## config.mk

```make
export PLATFORM = sky130hd
export DESIGN_NAME = hexchar_stream
export DESIGN_NICKNAME = d
export VERILOG_FILES = /design/src/rtl/hexchar_stream.sv
export SDC_FILE = /design/constraint.sdc
export NUM_CORES = 1
export LEC_CHECK = 0
export ABC_AREA = 1
export CAP_MARGIN = 10
export CORE_MARGIN = 1
export CORE_UTILIZATION = 52
export DETAILED_ROUTE_END_ITERATION = 16
export PLACE_DENSITY = 0.8
export SYNTH_ARGS = -nofsm -noshare
export SYNTH_HDL_FRONTEND = slang
export SYNTH_SLANG_ARGS = --single-unit
```

## constraint.sdc

```tcl
create_clock -name in_clk -period 3.45 [get_ports in_clk]
set_clock_uncertainty 0.15 [all_clocks]
set_input_delay 0.5175 -clock in_clk [delete_from_list [all_inputs] [get_ports in_clk]]
set_output_delay 0.5175 -clock in_clk [all_outputs]
set_load 0.05 [all_outputs]
```

## src/rtl/hexchar_stream.sv

```systemverilog
// Streams the hex characters of a latched value over a valid/ready char interface,
// most significant digit first, with optional "0x" prefix, zero suppression and terminator.
module hexchar_stream #(
    parameter int unsigned          NUM_DIGITS = 8,
    parameter int unsigned          DIGIT_SIZE = 4,
    parameter int unsigned          CHAR_SIZE  = 8,
    parameter bit                   UPPERCASE  = 1'b0,
    parameter bit                   PREFIX     = 1'b1,
    parameter logic [CHAR_SIZE-1:0] TERM_CHAR  = '0
) (
    input  logic                             in_clk,
    input  logic                             in_rst,
    input  logic                             in_start,
    input  logic [DIGIT_SIZE*NUM_DIGITS-1:0] in_value,
    input  logic                             in_skip_zeros,
    output logic                             out_busy,
    output logic [CHAR_SIZE-1:0]             out_char,
    output logic                             out_char_valid,
    input  logic                             in_char_ready,
    output logic                             out_done
);

    localparam int unsigned IDX_W = (NUM_DIGITS > 1) ? $clog2(NUM_DIGITS) : 1;
    localparam int unsigned VAL_W = DIGIT_SIZE * NUM_DIGITS;

    if (DIGIT_SIZE != 4) begin : g_bad_digit_size
        $error("hexchar_stream: DIGIT_SIZE must be 4");
    end

    typedef enum logic [2:0] {
        S_IDLE,
        S_PFX0,
        S_PFX1,
        S_DIGITS,
        S_TERM,
        S_DONE
    } state_t;

    state_t                 state_q, state_d;
    logic [VAL_W-1:0]       value_q, value_d;
    logic [IDX_W-1:0]       idx_q, idx_d;
    logic                   skip_q, skip_d;
    logic                   seen_q, seen_d;
    logic [CHAR_SIZE-1:0]   char_q, char_d;
    logic                   valid_q, valid_d;
    logic                   busy_q, busy_d;
    logic                   done_q, done_d;
    logic                   xfer;

    assign xfer = valid_q && in_char_ready;

    function automatic logic [DIGIT_SIZE-1:0] digit_at(input logic [VAL_W-1:0] v,
                                                      input logic [IDX_W-1:0] idx);
        logic [DIGIT_SIZE-1:0] d;
        d = '0;
        for (int unsigned i = 0; i < NUM_DIGITS; i++) begin
            if (idx == IDX_W'(i)) d = v[i*DIGIT_SIZE +: DIGIT_SIZE];
        end
        return d;
    endfunction

    function automatic logic [CHAR_SIZE-1:0] hex_char(input logic [DIGIT_SIZE-1:0] d);
        logic [7:0] c;
        if (d < DIGIT_SIZE'(10)) c = 8'h30 + 8'(d);
        else                     c = (UPPERCASE ? 8'h37 : 8'h57) + 8'(d);
        return CHAR_SIZE'(c);
    endfunction

    always_ff @(posedge in_clk or posedge in_rst) begin
        if (in_rst) begin
            state_q <= S_IDLE;
            value_q <= '0;
            idx_q   <= '0;
            skip_q  <= 1'b0;
            seen_q  <= 1'b0;
            char_q  <= '0;
            valid_q <= 1'b0;
            busy_q  <= 1'b0;
            done_q  <= 1'b0;
        end else begin
            state_q <= state_d;
            value_q <= value_d;
            idx_q   <= idx_d;
            skip_q  <= skip_d;
            seen_q  <= seen_d;
            char_q  <= char_d;
            valid_q <= valid_d;
            busy_q  <= busy_d;
            done_q  <= done_d;
        end
    end

    // In DIGITS, valid_q low can only mean a suppressed leading zero.
    always_comb begin
        state_d = state_q;
        value_d = value_q;
        idx_d   = idx_q;
        skip_d  = skip_q;
        seen_d  = seen_q;
        case (state_q)
            S_IDLE: begin
                if (in_start) begin
                    value_d = in_value;
                    skip_d  = in_skip_zeros;
                    seen_d  = 1'b0;
                    idx_d   = IDX_W'(NUM_DIGITS - 1);
                    state_d = PREFIX ? S_PFX0 : S_DIGITS;
                end
            end
            S_PFX0: if (xfer) state_d = S_PFX1;
            S_PFX1: if (xfer) state_d = S_DIGITS;
            S_DIGITS: begin
                if (!valid_q) begin
                    idx_d = idx_q - IDX_W'(1);
                end else if (xfer) begin
                    seen_d = 1'b1;
                    if (idx_q == '0) state_d = (TERM_CHAR != '0) ? S_TERM : S_DONE;
                    else             idx_d   = idx_q - IDX_W'(1);
                end
            end
            S_TERM:  if (xfer) state_d = S_DONE;
            S_DONE:  state_d = S_IDLE;
            default: state_d = S_IDLE;
        endcase
    end

    // Outputs are registered by deriving them from the next-state values.
    always_comb begin
        valid_d = 1'b0;
        char_d  = '0;
        case (state_d)
            S_PFX0: begin
                valid_d = 1'b1;
                char_d  = CHAR_SIZE'(8'h30);
            end
            S_PFX1: begin
                valid_d = 1'b1;
                char_d  = CHAR_SIZE'(8'h78);
            end
            S_DIGITS: begin
                if (!(skip_d && !seen_d && (idx_d != '0) && (digit_at(value_d, idx_d) == '0))) begin
                    valid_d = 1'b1;
                    char_d  = hex_char(digit_at(value_d, idx_d));
                end
            end
            S_TERM: begin
                valid_d = 1'b1;
                char_d  = TERM_CHAR;
            end
            default: ;
        endcase
        busy_d = (state_d != S_IDLE);
        done_d = (state_d == S_DONE);
    end

    assign out_busy       = busy_q;
    assign out_char       = char_q;
    assign out_char_valid = valid_q;
    assign out_done       = done_q;

endmodule

```

==> run metrics, run 1 <==
status completed; WL final 5.53 mm; delay-heaviest family, CP simple AND/OR/NAND/NOR gates; post-synthesis mux area share 0.780%; area fraction in compound gates after synthesis 4.73%; Worst setup SP type input pin; Clk Latency, worst-skew pair 300 ps; Top FF cell, synth dfrtp_1; combinational family with the most area after synthesis simple AND/OR/NAND/NOR gates; area grow syn2layout 25.1%; internal cell power 1.80 mW; Final setup viols 0; Netlist cell types 30; initial antenna violation count 0; maximum fanout along the worst path 5; Via-to-Cell Ratio 4.99; clock group share of total power 11.2%; CP endpoint kind flop; Initial Utilization 54.4%; final hold vios 0; post-synth top area share 48.7%; post-CTS resize count 0; Ys Warns 0; Max-Cap Viols 0; Die Footprint 0.00522 mm^2; layout cells sized above 1 12.7%; Longest Clk Path Bufs 2; setup total negative slack 0 ps; Synth Area in XOR/XNOR 0%; Worst EP arrival 3110 ps; area leader, netlist dfrtp_1; hold buffers post-CTS 0; CTS Buf Count 5; slew margin rel. 32.9%; Die Ht 72.3 um; synthesized netlist cell count 327; Total Power 3.55 mW; htree depth 2; Critical Path RT 3480 ps; GR Util All Layers 23.7%; largest net degree at the start of global routing 51; post-CTS setup buffer count 0; Slew @ Worst Pin 1010 ps; Clock transition at path regs 90 ps; pins over their slew limit 0; Avg Cell Area, Syn 7.85 um^2; DR pass1 iterations 4; post-synthesis instance area 0.00257 mm^2; Setup crit start in_char_ready; reg2reg start idx_q[0]; critical hold path startpoint value_q[29]; ANT nets after route 0; Post-synth EDFFs 0; simple logic cell fraction of the synthesized area 36.4%; Crit Path Category in -> reg; Pleak 1.63 nW; Core Region 0.00472 mm^2; Post-DP HPWL 4.18 mm; PortBufs 46; top cells by count, synth 128 x nand2_1, 50 x dfrtp_1, 26 x inv_1, 26 x nand3_1, 20 x nor2_1; vias in the first global route 2,115; Sw Share 49.3%; RSZ-0062 raised after global routing false; FF+latch count, synth 50; # diodes 0; first-pass GRT wire length 9.48 mm; slowest stage delay, CP 500 ps; nets 419; CTS tree built; met1 WL 2.54 mm; DR WL met3 309 um; top-count cell post-synth nand2_1; Area contributors post-synth dfrtp_1 49%, nand2_1 19%, nand3_1 5.1%; Clock Tree Root clkbuf_8; ys async rst share 100%; Hold Path Class reg -> reg; worst path bufs/invs 6; Final Critical Period 3080 ps; fmax 324 MHz; peak supply drop 0.000589 V; CP Cell Sequence clkdlybuf4s50_1 > inv_1 > nand2_1 > inv_1 > nor2_1 > nand3_1 > nand2_2 > inv_2 > nand2_1 > nor2_1 > nand2_1 > nand4_1 > a21oi_1 > nand4_1 > inv_1 > ha_1 > nand4_1 > inv_1 > nand3_1 > o21ai_2 > nand2_1; Crit-path slowest cell clkdlybuf4s50_1; register area share after synthesis 48.7%; Tcrit/Tclk final 89.4%; drt wl/cell 12.4 um; routed vias 2,224; Combinational Power Share 62.5%; Syn Nets 368; I/O pin cnt 48; DR top layer met4; sw power 1.75 mW; DRT iter0 DRCs 133; Synth Area in Adders 1.95%; Die X 72.3 um; GR Overflow Total 0; sequential power share 26.3%; Cell Pwr Density 1110 mW/mm^2; Sink Count 50; Post-route DRC 0; row count 25; met2 wire length 2.59 mm; GPL Wtd Cong 0.922
worst min-delay path: cells and delay by family (launching register included):
kind             cells  cell delay [ps]
DFF                  1              330
and+or+nand+nor      2              120
routing by layer:
| metal | global-route usage (%) | up-vias |
|---|---|---|
| met5 | 0 | - |
| met4 | 8.28 | 0 |
| met3 | 4.58 | 7 |
| met2 | 38.3 | 82 |
| met1 | 32.1 | 1010 |
| li1 | - | 1125 |
state kept, by name, indices dropped and copies added (netlist names):
name / cells
out_done: 1
value_q: 32
out_char_valid: 1
skip_q: 1
idx_q: 3
state_q: 3
out_busy: 1
seen_q: 1
out_char: 7
path summary, 6_finish.rpt:
| check | to | slack [ps] | depth (start not counted) |
|---|---|---|---|
| worst max-delay path | out_char[5] | 370 | 21 |
| worst min-delay path | value_q[29] | 340 | 2 |
| worst max register to register | out_char[2] | 540 | 21 |
| worst min register to register | value_q[29] | 340 | 2 |
| max in group asynchronous | value_q[18] | 1910 | 2 |
| min in group asynchronous | value_q[29] | 630 | 2 |
layout by cell type (no fill, tap or decap), types with 3 or more instances in the layout:
cell | synthesis | final
dfrtp_1 | 50 | 50
or2_2 | 6 | 6
nand2_1 | 128 | 128
a21oi_1 | 7 | 7
nand4_1 | 8 | 8
nor2_1 | 20 | 20
o21ai_0 | 8 | 8
inv_1 | 26 | 25
buf_4 | 3 | 7
inv_2 | 8 | 9
clkbuf_8 | 0 | 5
clkdlybuf4s50_1 | 0 | 46
nand2_2 | 3 | 3
nand3_1 | 26 | 26
nor2_4 | 3 | 3
nor2_2 | 5 | 5
ha_1 | 4 | 4
stage by stage:
stage / std cells / util, % / hold slack, ps / worst slack, ps / area, um^2
2_1_floorplan: 327 / - / 294 / 689 / 2570
3_3_place_gp: 438 / 65.7 / 309 / 159 / 3110
3_5_place_dp: 438 / 65.7 / 315 / 115 / 3110
4_1_cts: 446 / 68.0 / 339 / 415 / 3210
5_1_grt: 446 / 68.0 / 351 / 157 / 3210
6_report: 446 / 68.0 / 335 / 367 / 3210
area by class of cell:
| type | instances | area (um^2) |
|---|---|---|
| fill | 395 | 1510 |
| sequential | 50 | 1250 |
| multi-input combinational | 234 | 1130 |
| timing repair buffer | 53 | 513 |
| inverter | 34 | 128 |
| tap | 67 | 83.8 |
| clock buffer | 7 | 76.3 |
| clock inverter | 1 | 30.0 |
cell families after synthesis:
kind of cell / count (synthesis)
compound gates: 21
fa+ha+maj: 4
buf+inv: 43
flops: 50
mux: 2
other cells: 1
simple gates: 206
power by group through the flow:
stage	registers [mW]	logic, mW	clock network [mW]
finish	0.936	2.22	0.399
detailed placement	0.950	2.19	0
global placement	0.940	2.15	0
floorplan	1.08	1.53	0
CTS	0.936	2.21	0.407
global route	0.957	2.50	0.432
Note: power is estimated with default switching activity, not from simulation.
==> run 2, diff against run 1 <==
--- a/config.mk
+++ b/config.mk
@@ -6,6 +6,7 @@
 export NUM_CORES = 1
 export LEC_CHECK = 0
 export ABC_AREA = 1
+export ABC_CLOCK_PERIOD_IN_PS = 3450
 export CAP_MARGIN = 10
 export CORE_MARGIN = 1
 export CORE_UTILIZATION = 52
==> results of run 2 <==
Same layout as run 1: the final DEF is identical, and so are final timing and power.
